## config.mk

```make
export PLATFORM = sky130hd
export DESIGN_NAME = osc_freq_cal_flat
export DESIGN_NICKNAME = d
export VERILOG_FILES = /design/src/rtl/osc_cal_pkg.sv /design/src/rtl/osc_freq_cal_if.sv /design/src/rtl/osc_edge_sync.sv /design/src/rtl/osc_freq_cal.sv /design/src/flat_wrapper.sv
export SDC_FILE = /design/constraint.sdc
export NUM_CORES = 1
export LEC_CHECK = 0
export CORE_MARGIN = 3
export CORE_UTILIZATION = 54
export DETAILED_ROUTE_END_ITERATION = 10
export GPL_TIMING_DRIVEN = 1
export PLACE_DENSITY_LB_ADDON = 0.12
export SLEW_MARGIN = 20
export SYNTH_ARGS = -nofsm -noshare
export SYNTH_HDL_FRONTEND = slang
export SYNTH_SLANG_ARGS = --single-unit
```

## constraint.sdc

```tcl
create_clock -name clk -period 4.6 [get_ports clk]
set_input_delay 0.46 -clock clk [delete_from_list [all_inputs] [get_ports clk]]
set_output_delay 0.46 -clock clk [all_outputs]
set_load 0.01 [all_outputs]
```

## src/rtl/osc_cal_pkg.sv

```systemverilog
// rtl/osc_cal_pkg.sv - shared types for the ring oscillator frequency calibration
// Purpose: FSM state encoding, oscillator ctrl code type and its range, step direction.
// Ports: none (package).
package osc_cal_pkg;

    typedef enum logic [2:0] {
        IDLE,
        SETTLE,
        MEASURE,
        COMPARE,
        DONE,
        FAIL
    } state_t;

    typedef logic [1:0] code_t;

    localparam code_t CODE_MIN = 2'd0;
    localparam code_t CODE_MAX = 2'd3;

    typedef enum logic [1:0] {
        NONE,
        UP,
        DOWN
    } step_t;

endpackage

```

## src/rtl/osc_freq_cal_if.sv

```systemverilog
// rtl/osc_freq_cal_if.sv - config/status bus between register block and calibration controller
// Purpose: groups the run request and the calibration result signals.
// Ports (master = register block, slave = controller):
//   start, target_cnt         master -> slave
//   busy, locked, fail, meas_cnt  slave -> master
interface osc_freq_cal_if #(
    parameter int CNT_W = 16
);
    logic             start;
    logic [CNT_W-1:0] target_cnt;
    logic             busy;
    logic             locked;
    logic             fail;
    logic [CNT_W-1:0] meas_cnt;

    modport master (
        output start, target_cnt,
        input  busy, locked, fail, meas_cnt
    );

    modport slave (
        input  start, target_cnt,
        output busy, locked, fail, meas_cnt
    );
endinterface

```

## src/rtl/osc_edge_sync.sv

```systemverilog
// rtl/osc_edge_sync.sv - 2-flop synchronizer with registered rising-edge pulse
// Purpose: brings one oscillator phase into the clk domain and flags its rising edges.
// Ports: clk, rst (sync, active-high), tick (asynchronous input),
//        pulse (one clk high, 3 clk after the rising edge of tick).
module osc_edge_sync (
    input  logic clk,
    input  logic rst,
    input  logic tick,
    output logic pulse
);
    // sh[0], sh[1] form the synchronizer; sh[2] is the previous synchronized value.
    logic [2:0] sh;

    always_ff @(posedge clk) begin
        if (rst) begin
            sh    <= '0;
            pulse <= 1'b0;
        end else begin
            sh    <= {sh[1:0], tick};
            pulse <= sh[1] & ~sh[2];
        end
    end
endmodule

```

## src/rtl/osc_freq_cal.sv

```systemverilog
// rtl/osc_freq_cal.sv - closed-loop frequency calibration controller for the ring oscillator
// Purpose: steps the oscillator ctrl code until the edge count per window matches the target.
// Ports: clk, rst (sync, active-high), osc_tick (divided oscillator phase, async),
//        ctrl (oscillator code, higher = slower), bus (config/status, slave side).
module osc_freq_cal
    import osc_cal_pkg::*;
#(
    parameter int          CNT_W         = 16,
    parameter int          WIN_CYCLES    = 1024,
    parameter int          SETTLE_CYCLES = 64,
    parameter int          TOL           = 2,
    parameter int          MAX_ITER      = 8,
    parameter logic [1:0]  INIT_CODE     = 2'b00
) (
    input  logic           clk,
    input  logic           rst,
    input  logic           osc_tick,
    output code_t          ctrl,
    osc_freq_cal_if.slave  bus
);
    localparam int TMR_MAX = (WIN_CYCLES > SETTLE_CYCLES) ? WIN_CYCLES : SETTLE_CYCLES;
    localparam int TMR_W   = $clog2(TMR_MAX);
    localparam int ITER_W  = $clog2(MAX_ITER + 1);
    localparam int ERR_W   = CNT_W + 1;

    state_t             state;
    logic [TMR_W-1:0]   tmr;
    logic [CNT_W-1:0]   edge_cnt;
    logic [CNT_W-1:0]   target_q;
    logic [ITER_W-1:0]  iter;
    step_t              prev_step;
    logic [ERR_W-1:0]   prev_abs_err;
    logic               busy_q;
    logic               locked_q;
    logic               fail_q;
    logic [CNT_W-1:0]   meas_q;
    logic               edge_pulse;

    logic [ERR_W-1:0]   err;
    logic [ERR_W-1:0]   abs_err;
    step_t              want;

    osc_edge_sync u_sync (
        .clk   (clk),
        .rst   (rst),
        .tick  (osc_tick),
        .pulse (edge_pulse)
    );

    // Two's-complement difference in one extra bit; a positive error means the
    // oscillator runs too fast and needs a longer-period (higher) code.
    always_comb begin
        err     = {1'b0, edge_cnt} - {1'b0, target_q};
        abs_err = err[ERR_W-1] ? (~err + 1'b1) : err;
        if (abs_err <= ERR_W'(TOL)) begin
            want = NONE;
        end else if (err[ERR_W-1]) begin
            want = DOWN;
        end else begin
            want = UP;
        end
    end

    always_ff @(posedge clk) begin
        if (rst) begin
            state        <= IDLE;
            ctrl         <= INIT_CODE;
            tmr          <= '0;
            edge_cnt     <= '0;
            target_q     <= '0;
            iter         <= '0;
            prev_step    <= NONE;
            prev_abs_err <= '0;
            busy_q       <= 1'b0;
            locked_q     <= 1'b0;
            fail_q       <= 1'b0;
            meas_q       <= '0;
        end else begin
            case (state)
                IDLE, DONE, FAIL: begin
                    if (bus.start) begin
                        target_q  <= bus.target_cnt;
                        ctrl      <= INIT_CODE;
                        iter      <= '0;
                        prev_step <= NONE;
                        locked_q  <= 1'b0;
                        fail_q    <= 1'b0;
                        busy_q    <= 1'b1;
                        tmr       <= '0;
                        state     <= SETTLE;
                    end
                end
                SETTLE: begin
                    if (tmr == TMR_W'(SETTLE_CYCLES - 1)) begin
                        tmr      <= '0;
                        edge_cnt <= '0;
                        state    <= MEASURE;
                    end else begin
                        tmr <= tmr + 1'b1;
                    end
                end
                MEASURE: begin
                    if (edge_pulse && (edge_cnt != {CNT_W{1'b1}})) begin
                        edge_cnt <= edge_cnt + 1'b1;
                    end
                    if (tmr == TMR_W'(WIN_CYCLES - 1)) begin
                        tmr   <= '0;
                        state <= COMPARE;
                    end else begin
                        tmr <= tmr + 1'b1;
                    end
                end
                COMPARE: begin
                    meas_q <= edge_cnt;
                    iter   <= iter + 1'b1;
                    if (want == NONE) begin
                        locked_q <= 1'b1;
                        busy_q   <= 1'b0;
                        state    <= DONE;
                    end else if ((prev_step != NONE) && (want != prev_step)) begin
                        // Overshot: keep whichever of the last two codes was closer.
                        if (prev_abs_err < abs_err) begin
                            ctrl <= (prev_step == UP) ? ctrl - 2'd1 : ctrl + 2'd1;
                        end
                        locked_q <= 1'b1;
                        busy_q   <= 1'b0;
                        state    <= DONE;
                    end else if (((want == UP) && (ctrl == CODE_MAX)) ||
                                 ((want == DOWN) && (ctrl == CODE_MIN))) begin
                        fail_q <= 1'b1;
                        busy_q <= 1'b0;
                        state  <= FAIL;
                    end else if (iter == ITER_W'(MAX_ITER - 1)) begin
                        fail_q <= 1'b1;
                        busy_q <= 1'b0;
                        state  <= FAIL;
                    end else begin
                        ctrl         <= (want == UP) ? ctrl + 2'd1 : ctrl - 2'd1;
                        prev_step    <= want;
                        prev_abs_err <= abs_err;
                        tmr          <= '0;
                        state        <= SETTLE;
                    end
                end
                default: state <= IDLE;
            endcase
        end
    end

    assign bus.busy     = busy_q;
    assign bus.locked   = locked_q;
    assign bus.fail     = fail_q;
    assign bus.meas_cnt = meas_q;
endmodule
```

## src/flat_wrapper.sv

```systemverilog
// flat-port wrapper written by rule: the top's interface ports become plain ports
module osc_freq_cal_flat import osc_cal_pkg::*;
#(
    parameter int          CNT_W         = 16,
    parameter int          WIN_CYCLES    = 1024,
    parameter int          SETTLE_CYCLES = 64,
    parameter int          TOL           = 2,
    parameter int          MAX_ITER      = 8,
    parameter logic [1:0]  INIT_CODE     = 2'b00
)
  (clk, rst, osc_tick, ctrl, bus_start, bus_target_cnt, bus_busy, bus_locked, bus_fail, bus_meas_cnt);
  osc_freq_cal_if #(.CNT_W(CNT_W)) bus_i ();
  input  logic clk;
  input  logic rst;
  input  logic osc_tick;
  output code_t ctrl;
  input wire logic [$bits(bus_i.start)-1:0] bus_start;
  input wire logic [$bits(bus_i.target_cnt)-1:0] bus_target_cnt;
  output wire logic [$bits(bus_i.busy)-1:0] bus_busy;
  output wire logic [$bits(bus_i.locked)-1:0] bus_locked;
  output wire logic [$bits(bus_i.fail)-1:0] bus_fail;
  output wire logic [$bits(bus_i.meas_cnt)-1:0] bus_meas_cnt;
  assign bus_i.start = bus_start;
  assign bus_i.target_cnt = bus_target_cnt;
  assign bus_busy = bus_i.busy;
  assign bus_locked = bus_i.locked;
  assign bus_fail = bus_i.fail;
  assign bus_meas_cnt = bus_i.meas_cnt;
  osc_freq_cal #(.CNT_W(CNT_W), .WIN_CYCLES(WIN_CYCLES), .SETTLE_CYCLES(SETTLE_CYCLES), .TOL(TOL), .MAX_ITER(MAX_ITER), .INIT_CODE(INIT_CODE)) u_core (.clk(clk), .rst(rst), .osc_tick(osc_tick), .ctrl(ctrl), .bus(bus_i));
endmodule
```

Word-level counts from Yosys, hierarchy flattened:

Index checks and enable logic that the tools add are counted.

* register bits after elaboration: 93
* input port bits: 20
* output and inout bits: 21

* magnitude comparators: 2
* mux-type cells: 53
* bitwise operators: 7
* add/sub/neg operators: 7
* equality and inequality tests: 28
* reduce and logical (&&, ||, !) cells: 24

Operators with widths (number)
* 10-bit two-way mux: 7
* 10-bit case mux with 4 select lines: 1
* 16-bit two-way mux: 2
* 16-bit case mux with 2 select lines: 1
* 2-bit two-way mux: 14
* 3-bit two-way mux: 7
* 6-bit AND reduction: 3
* 17-bit by 1-bit adder with 17-bit output (second input constant): 1
* 17-bit by 2-bit less-or-equal comparator with 1-bit output (second input constant): 1
* 17-bit < comparator: 1
* 17-bit two-way mux: 1
* 17-bit NOT: 1
* 16-bit by 16-bit subtractor with 17-bit output: 1
* 16-bit by 1-bit adder with 16-bit output (second input constant): 1
* 16-bit != test (second input constant): 1
* 1-bit two-way mux: 12
* 3-bit case mux with 4 select lines: 1
* 3-bit AND reduction: 4
* 10-bit by 1-bit adder with 10-bit output (second input constant): 1
* 10-bit == test (second input constant): 1
* 10-bit by 6-bit == test with 1-bit output (second input constant): 1
* 2-bit != test (second input constant): 5
* 5-bit AND reduction: 2
* 2-bit case mux with 2 select lines: 2
* other kinds (28): 49

Logic depth before layout (Yosys ltp):

Gate-level depths: netlist of the first run.

* depth after elaboration: 13
* depth in mapped cells: 24

Hierarchy:

Synthesis of the first run repeated with hierarchy kept, for this count alone.

* cells, all modules: 801
* area, all modules: 6179.7 µm²

Modules (own cells, without submodules)
* osc_freq_cal: area each 6068.3 µm², sequential area each 1781.7 µm², cells each 793, times used 1
* osc_edge_sync: area each 111.4 µm², sequential area each 80.1 µm², cells each 8, times used 1

Least setup slack after synthesis of the first run:

OpenSTA, ideal clock, no wires.

* path kind: reg-to-reg
* from: reg u_core.edge_cnt[0]
* to: reg u_core.ctrl[0]
* library setup time: 0.120 ns
* data required time: 4.480 ns
* clock period less this slack: 4.721 ns
* path slack: -0.121 ns
* cell stages (with the launch flop): 25
* arrival time: 4.602 ns
* path buffers: 2
* cell sequence: dfxtp_1 > inv_1 > ha_1 > fa_1 > nand2b_1 > a211oi_2 > o21a_1 > o22a_1 > buf_4 > clkbuf_1 > nor2_1 > xor2_1 > ha_1 > a21o_1 > a21oi_1 > nor2b_1 > o21ai_0 > nand2b_1 > a21oi_1 > o31ai_1 > inv_1 > maj3_1 > nor2_1 > o311a_1 > a211o_1

* longest elaborated chain between the ends: 13
* elaborated cells on any way between the ends: 27
* those cells by class: add/sub: 2; order compare: 2; eq/ne: 7; mux: 9; bitwise: 1; reduce/logical: 6

RTL lines
* start, declared: line osc_freq_cal.sv:28 `logic [CNT_W-1:0] edge_cnt;`
* start signal, assigned: line osc_freq_cal.sv:104 `edge_cnt <= edge_cnt + 1'b1;`
* 16-bit by 16-bit subtractor with 17-bit output *: line osc_freq_cal.sv:53 `err = {1'b0, edge_cnt} - {1'b0, target_q};`
* 17-bit NOT: line osc_freq_cal.sv:54 `abs_err = err[ERR_W-1] ? (~err + 1'b1) : err;`
* 17-bit by 1-bit adder with 17-bit output: line osc_freq_cal.sv:54
* 17-bit two-way mux: line osc_freq_cal.sv:54
* 17-bit by 2-bit less-or-equal comparator with 1-bit output: line osc_freq_cal.sv:55 `if (abs_err <= ERR_W'(TOL)) begin`
* 2-bit two-way mux: line osc_freq_cal.sv:55
* 2-bit by 1-bit == test with 1-bit output: line osc_freq_cal.sv:128, osc_freq_cal.sv:138
* 2-bit two-way mux: line osc_freq_cal.sv:138 `ctrl <= (want == UP) ? ctrl + 2'd1 : ctrl - 2'd1;`
* 2-bit two-way mux: line osc_freq_cal.sv:133 `end else if (iter == ITER_W'(MAX_ITER - 1)) begin`
* 2-bit two-way mux: line osc_freq_cal.sv:128 `end else if (((want == UP) && (ctrl == CODE_MAX)) ||`
* 2-bit two-way mux: line osc_freq_cal.sv:120 `end else if ((prev_step != NONE) && (want != prev_step)) begin`
* 2-bit two-way mux: line osc_freq_cal.sv:116 `if (want == NONE) begin`
* 2-bit case mux with 2 select lines: line osc_freq_cal.sv:79 `case (state)`
* end signal, assigned: line osc_freq_cal.sv:123 `ctrl <= (prev_step == UP) ? ctrl - 2'd1 : ctrl + 2'd1;`
* end signal, assigned: line osc_freq_cal.sv:138
* end, declared: line osc_freq_cal.sv:18 `output code_t ctrl,`

Mark *: on every way between the ends. The rest lies on a longest branch, timed or not. The select of a mux whose other input is x is not followed.
A chain may end at the register's enable or synchronous reset.

Worst setup path after layout of the first run:

Ends and elaborated chain as after synthesis.

==> results of run 1 <==
[final timing paths]
check                      start                  end  slack, ns
max           u_core.edge_cnt[0]       u_core.ctrl[0]       0.14
min          u_core.u_sync.sh[2]  u_core.u_sync.pulse       0.39
min reg2reg  u_core.u_sync.sh[2]  u_core.u_sync.pulse       0.39
max reg2reg   u_core.edge_cnt[0]       u_core.ctrl[0]       0.14
[report_power, final]
group | leakage [nW] | internal [mW] | switching, mW
registers | 0.754 | 0.818 | 0.00928
clock network | 0.0832 | 0.215 | 0.300
logic | 2.05 | 0.350 | 0.420
[metrics by stage]
step / utilization [%] / setup slack [ns]
2_1_floorplan: - / 0.0356
3_3_place_gp: 62.9 / 0.0573
3_5_place_dp: 62.9 / -0.0851
4_1_cts: 65.3 / 0.00415
5_1_grt: 67.2 / -0.0687
6_report: 67.2 / 0.139
[synthesized netlist by cell type (15+ instances only)]
master / count / area share [%]
nand2_1: 96 / 6.0
dfxtp_1: 93 / 31
a21oi_1: 78 / 6.5
nor2_1: 74 / 4.6
ha_1: 38 / 7.9
inv_1: 35 / 2.2
clkbuf_1: 22 / 1.4
nand3_1: 20 / 1.7
o21ai_0: 19 / 1.6
xor2_1: 18 / 2.6
nand2b_1: 17 / 1.8
nor3_1: 15 / 1.2
[critical path: stages (launching register included)]
cell and delay (ns):
dfxtp_2 0.33, inv_1 0.05, ha_2 0.17, fa_2 0.33
nand2b_4 0.16, a211oi_4 0.24, buf_4 0.15, buf_4 0.10
o21a_1 0.16, o22a_2 0.29, buf_4 0.22, a21oi_1 0.07
xor2_1 0.20, ha_1 0.22, a21o_1 0.16, a21oi_2 0.12
nor2b_1 0.05, o21ai_1 0.11, nand2b_1 0.08, a21oi_2 0.13
o31ai_2 0.08, inv_1 0.06, maj3_2 0.23, nor2_1 0.05
o311a_1 0.28, a211o_1 0.29
[cell type report]
type | count | area (µm²) | area share, %
Multi-Input combinational cell | 582 | 4040 | 55.1
Sequential cell | 93 | 1870 | 25.5
Timing Repair Buffer | 111 | 936 | 12.8
Tap cell | 140 | 175 | 2.39
Clock buffer | 12 | 145 | 1.98
Inverter | 35 | 131 | 1.79
Clock inverter | 4 | 32.5 | 0.444
[per-layer routing]
metal | GRT usage (%) | part of all wire, % | vias up
met5 | 0 | 0 | -
met4 | 10.6 | 2.3 | 0
met3 | 3.15 | 3.5 | 21
met1 | 33.4 | 48 | 2619
li1 | - | - | 2848
met2 | 39.3 | 46 | 131
[sequential cells by signal, indices dropped and copies added, names as in the netlist]
register and count:
u_core.u_sync.sh 3, u_core.target_q 16, u_core.bus.meas_cnt 16, u_core.edge_cnt 16, u_core.state 3, u_core.bus.busy 1, u_core.bus.locked 1, u_core.ctrl 2
u_core.u_sync.pulse 1, u_core.prev_abs_err 17, u_core.tmr 10, u_core.iter 4, u_core.prev_step 2, u_core.bus.fail 1
[cells by family after synthesis]
kind of cell / count (synthesis) / share of synthesized area, %
DFF: 93 / 30.8
buffers and inverters: 69 / 5.13
muxes: 12 / 2.05
adders and majority gates: 40 / 8.36
and+or+nand+nor: 296 / 24.0
xor gates and xnor gates: 29 / 4.32
AOI/OAI and AO/OA: 204 / 25.4
[repair_timing]
item	4_1_cts	5_1_grt
setup buffers	6	11
resized for setup	6	31
pin swaps	6	17
cloned	1	0
setup endpoints to repair	7	19
==> run_results.csv, run 1 <==
group,metric,value,unit
yosys,syn_area_per_cell,8.14,µm²
global_routing,grt_remaining_overflow,0,
die,start_util,55.6,%
sta,max_freq,224,MHz
global_routing,grt_use_total,24.6,%
global_routing,antenna_found_initial,0,
sta,skew,0.0134,ns
detailed_routing,vias,5619,
placement,gp_congestion,0.923,
clock_tree,h-tree-depth,3,
yosys,ys_seq_area_share,30.8,%
placement,io_buffers,40,
yosys,synth.ff_latch_count,93,
clock_tree,clockRootBuffer,"clkbuf_8",
sta,worst_pin_slew,1.03,ns
detailed_routing,ant_nets,0,
critical_path,start_kind,"flop",
sta,tns,0,ns
pwr,p_per_area,288,nW/µm²
sta,finalCritPeriodShare,97.0,%
layout,final_common_cell,"nand2_1",
detailed_routing,vias_per_cell,5.75,
die,die_area,12500,µm²
sta,drv_slew,0,
clock_tree,numCtsBuffers,9,
die,die_height,112,µm
clock_tree,cts.reportedPaths.clkPinSlew,0.09,ns
yosys,syn-cell-area,6050,µm²
global_routing,grt_pass1_wl,25500,µm
pwr,p_leak,2.89,nW
pwr,total_power,2.11,mW
global_routing,grt_max_degree,51,
layout,fin_cells,977,
critical_path,worst-setup-path-type,"flop to flop",
clock_tree,clockBufferDepth,2,
clock_tree,clock_latency,0.39,ns
global_routing,grt_pass1_vias,5401,
placement,dpl.cell_count,943,
yosys,synth.net_count,802,
yosys,synthCells,743,
hold_path,whs_path_depth,1,
detailed_routing,routedWlPerCell,15.5,µm
detailed_routing,drtIter0Drc,305,
layout,final_area,7320,µm²
die,die_w,112,µm
layout,area_growth,21.1,%
sta,hold_violations,0,
layout,n_antenna_cell,0,
pwr,vdd_drop_max,195,µV
critical_path,critical_path_peak_fanout,9,
flow_run,cap_violations,0,
sta,fin_crit,4.46,ns
critical_path,required,4.87,ns
layout,fillers,927,
placement,placed_cell_area,6850,µm²
sta,relSlewSlack,31.5,%
die,rows,38,
yosys,synth_ff_type,"dfxtp_1",
yosys,synth_cell_types,91,
critical_path,worstSetupEndpointType,"flop",
clock_tree,cts_hold_buf,0,
outcome,status,"complete, no violations",
detailed_routing,drc,0,
yosys,async_reset_ff_share,0,%
detailed_routing,wirelength,15100,µm
critical_path,reg2reg_depth,25,
die,pin_count,41,
yosys,yosys_warnings,0,
sta,setup_violations,0,
layout,drive_above_1_share,19.0,%
yosys,synth_edf_count,0,
layout,layout_common_cells,"nand2_1, dfxtp_1, a21oi_1, nor2_1, buf_4",
clock_tree,cts_tree,"yes",
die,coreArea,10900,µm²
sta,hold_slack,0.391,ns
placement,dp_hpwl,11200,µm
sta,rsz0062_at_grt,"yes",
layout,layout.nets,891,
detailed_routing,drt-pass1-iter-count,5,
clock_tree,cts_sinks,93,
critical_path,crit_arrival,4.73,ns
hold_path,hold_class,"flop to flop",
No activity file was read; power rests on OpenSTA's default activity.
==> run 2: changes to the inputs <==
CORE_MARGIN = default   (was 3)
GPL_TIMING_DRIVEN = 0   (was 1)
==> run 2 against run 1 <==
  * The flow now finishes with violations (negative setup slack)
  * Critical path depth decreased by 7
  * Worst hold slack improved by 0.0028 ns
  * Count of clock-buffer cells in the layout decreased by 3
  * Clock skew is 0.0013 ns lower
  * Final cell count down 1.1%
  * Via count grew 0.52%
  * Clock power up 37%
  * Design area up 1.6%
  * Die area down 7.0%
  * Critical path type unchanged
  * Largest power group unchanged
==> run_results.csv, run 2 (synthesis results as in run 1) <==
group,metric,value,unit
critical_path,required,4.89,ns
placement,gp_congestion,0.891,
layout,drive_above_1_share,19.0,%
pwr,p_clk_share,31.0,%
global_routing,antenna_found_initial,0,
sta,worst_pin_slew,0.725,ns
clock_tree,clock_latency,0.39,ns
hold_path,hold_class,"flop to flop",
critical_path,crit_arrival,4.90,ns
pwr,sw_frac_of_total,33.6,%
sta,setup_violations,1,
pwr,p_int,1.51,mW
sta,fin_crit,4.61,ns
sta,worst_slack,-0.0123,ns
detailed_routing,vias,5648,
pwr,p_leak,2.84,nW
sta,max_freq,217,MHz
sta,skew,0.0121,ns
sta,hold_violations,0,
global_routing,grt_remaining_overflow,0,
die,die_area,11600,µm²
detailed_routing,routedWlPerCell,16.5,µm
clock_tree,h-tree-depth,3,
detailed_routing,drt-pass1-iter-count,5,
layout,layout.nets,880,
placement,place_worst_setup_slack,-0.666,ns
die,coreArea,10900,µm²
detailed_routing,wirelength,15900,µm
outcome,status,"finished, violations left",
pwr,combPwrFrac,32.9,%
clock_tree,numCtsBuffers,9,
critical_path,r2r_slack,-0.01,ns
sta,finalCritPeriodShare,100,%
global_routing,grt_pass1_wl,25300,µm
die,rows,38,
critical_path,reg2reg_depth,18,
pwr,seqPwrFrac,36.1,%
sta,relSlewSlack,51.6,%
layout,layout_common_cells,"nand2_1, dfxtp_1, nor2_1, a21oi_1, clkdlybuf4s50_1",
layout,fin_cells,966,
detailed_routing,vias_per_cell,5.85,
clock_tree,cts.reportedPaths.clkPinSlew,0.10,ns
layout,fillers,886,
clock_tree,cts_hold_buf,0,
layout,final_common_cell,"nand2_1",
die,die_height,108,µm
pwr,total_power,2.28,mW
global_routing,grt_max_degree,18,
critical_path,worst-setup-path-type,"flop to flop",
clock_tree,clockRootBuffer,"clkbuf_8",
critical_path,cp-endpoint,"u_core.ctrl[0]",
die,pin_count,41,
pwr,p_per_area,307,nW/µm²
die,die_w,108,µm
global_routing,grt_use_total,27.9,%
clock_tree,cts_sinks,93,
flow_run,cap_violations,0,
detailed_routing,drtIter0Drc,287,
layout,top_register,"u_core.prev_abs_err",
global_routing,grt_pass1_vias,5336,
die,start_util,55.6,%
layout,largest_register_ffs,17,
sta,hold_slack,0.393,ns
clock_tree,clockBufferDepth,2,
layout,area_growth,22.9,%
detailed_routing,ant_nets,0,
placement,io_buffers,39,
outcome,violations,"negative setup slack",
sta,rsz0062_at_grt,"yes",
clock_tree,cts_tree,"yes",
layout,n_antenna_cell,0,
critical_path,critical_path_peak_fanout,9,
critical_path,worstSetupEndpointType,"flop",
critical_path,start_kind,"flop",
placement,dpl.cell_count,922,
pwr,switching_power,0.767,mW
pwr,vdd_drop_max,275,µV
critical_path,crit_start,"u_core.edge_cnt[9]",
placement,dp_hpwl,11500,µm
sta,drv_slew,0,
critical_path,r2r_end,"u_core.ctrl[0]",
detailed_routing,drc,0,
critical_path,rr_startpoint,"u_core.edge_cnt[9]",
[run 2: cell types whose count changed in the layout (fill, tap and decap cells not counted), sizes merged]
| cell | before | now |
|---|---|---|
| inv | 36 | 38 |
| clkinv | 1 | 0 |
| bufinv | 0 | 3 |
| clkbuf | 12 | 28 |
| clkinvlp | 2 | 1 |
| buf | 72 | 43 |
| nor3 | 17 | 16 |
[run 2: what timing repair did]
| item | CTS | global route |
|---|---|---|
| resized for setup | 37 | 45 |
| buffers inserted | 11 | 20 |
| pin swaps | 13 | 26 |
| endpoints found under the setup margin | 2 | 2 |
[run 2: worst min path at each step]
stage                              startpoint                   to  slack [ns]  cells after the start
after detailed placement  u_core.u_sync.sh[2]  u_core.u_sync.pulse        0.38                      1
after CTS                 u_core.u_sync.sh[2]  u_core.u_sync.pulse        0.39                      1
after global placement    u_core.u_sync.sh[2]  u_core.u_sync.pulse        0.38                      1
after floorplan           u_core.u_sync.sh[2]  u_core.u_sync.pulse        0.37                      1
final                     u_core.u_sync.sh[2]  u_core.u_sync.pulse        0.39                      1
after global routing      u_core.u_sync.sh[2]  u_core.u_sync.pulse        0.41                      1
[run 2: stage by stage]
step           area [µm²]  utilization [%]  setup TNS, ns
2_1_floorplan        6060                -              0
3_3_place_gp         6620             60.8          -1.15
3_5_place_dp         6620             60.8          -1.23
4_1_cts              7080             65.1              0
5_1_grt              7440             68.3         -0.273
6_report             7440             68.3        -0.0123
[run 2: power groups by stage]
stage                     Combinational, mW  Clock [mW]  Sequential, mW
after floorplan                       0.456           0           0.843
after detailed placement              0.587           0           0.844
after global routing                  0.814       0.746           0.826
after CTS                             0.659       0.712           0.825
after global placement                0.575           0           0.844
final                                 0.750       0.706           0.824
[run 2: layout make-up]
class / count / area [µm²] / area share [%]
clock buffers: 9 / 124 / 1.67
repair buffers: 70 / 639 / 8.60
plain buffers: 31 / 183 / 2.46
well taps: 140 / 175 / 2.36
multi-input cells: 581 / 4170 / 56.1
inverters: 35 / 131 / 1.77
flip-flops and latches: 93 / 1890 / 25.4
clock inverters: 7 / 129 / 1.73
[run 2: per-layer routing]
layer / up-vias / GRT usage (%) / wire length, µm
li1: 2823 / - / -
met1: 2661 / 36.0 / 7230
met2: 131 / 46.8 / 7740
met3: 33 / 3.81 / 623
met4: 0 / 11.0 / 355
met5: - / 0 / 0
[run 2: critical path, stage by stage (launching register included)]
cell	delay, ns
dfxtp_4	0.39
ha_1	0.29
buf_6	0.15
a21oi_4	0.21
buf_4	0.14
nand2_1	0.04
a221o_1	0.34
o21a_2	0.29
a311oi_4	0.44
a41oi_2	0.19
o21a_1	0.20
ha_1	0.33
nand4_1	0.12
o31ai_2	0.27
inv_1	0.12
maj3_2	0.36
o211ai_4	0.24
a2111oi_4	0.10
a211o_1	0.29
==> run 3: changes to the inputs <==
GPL_ROUTABILITY_DRIVEN = 1   (was default)
==> results of run 3 <==
Same layout as run 2: the final DEF is identical, and so are final timing and power.
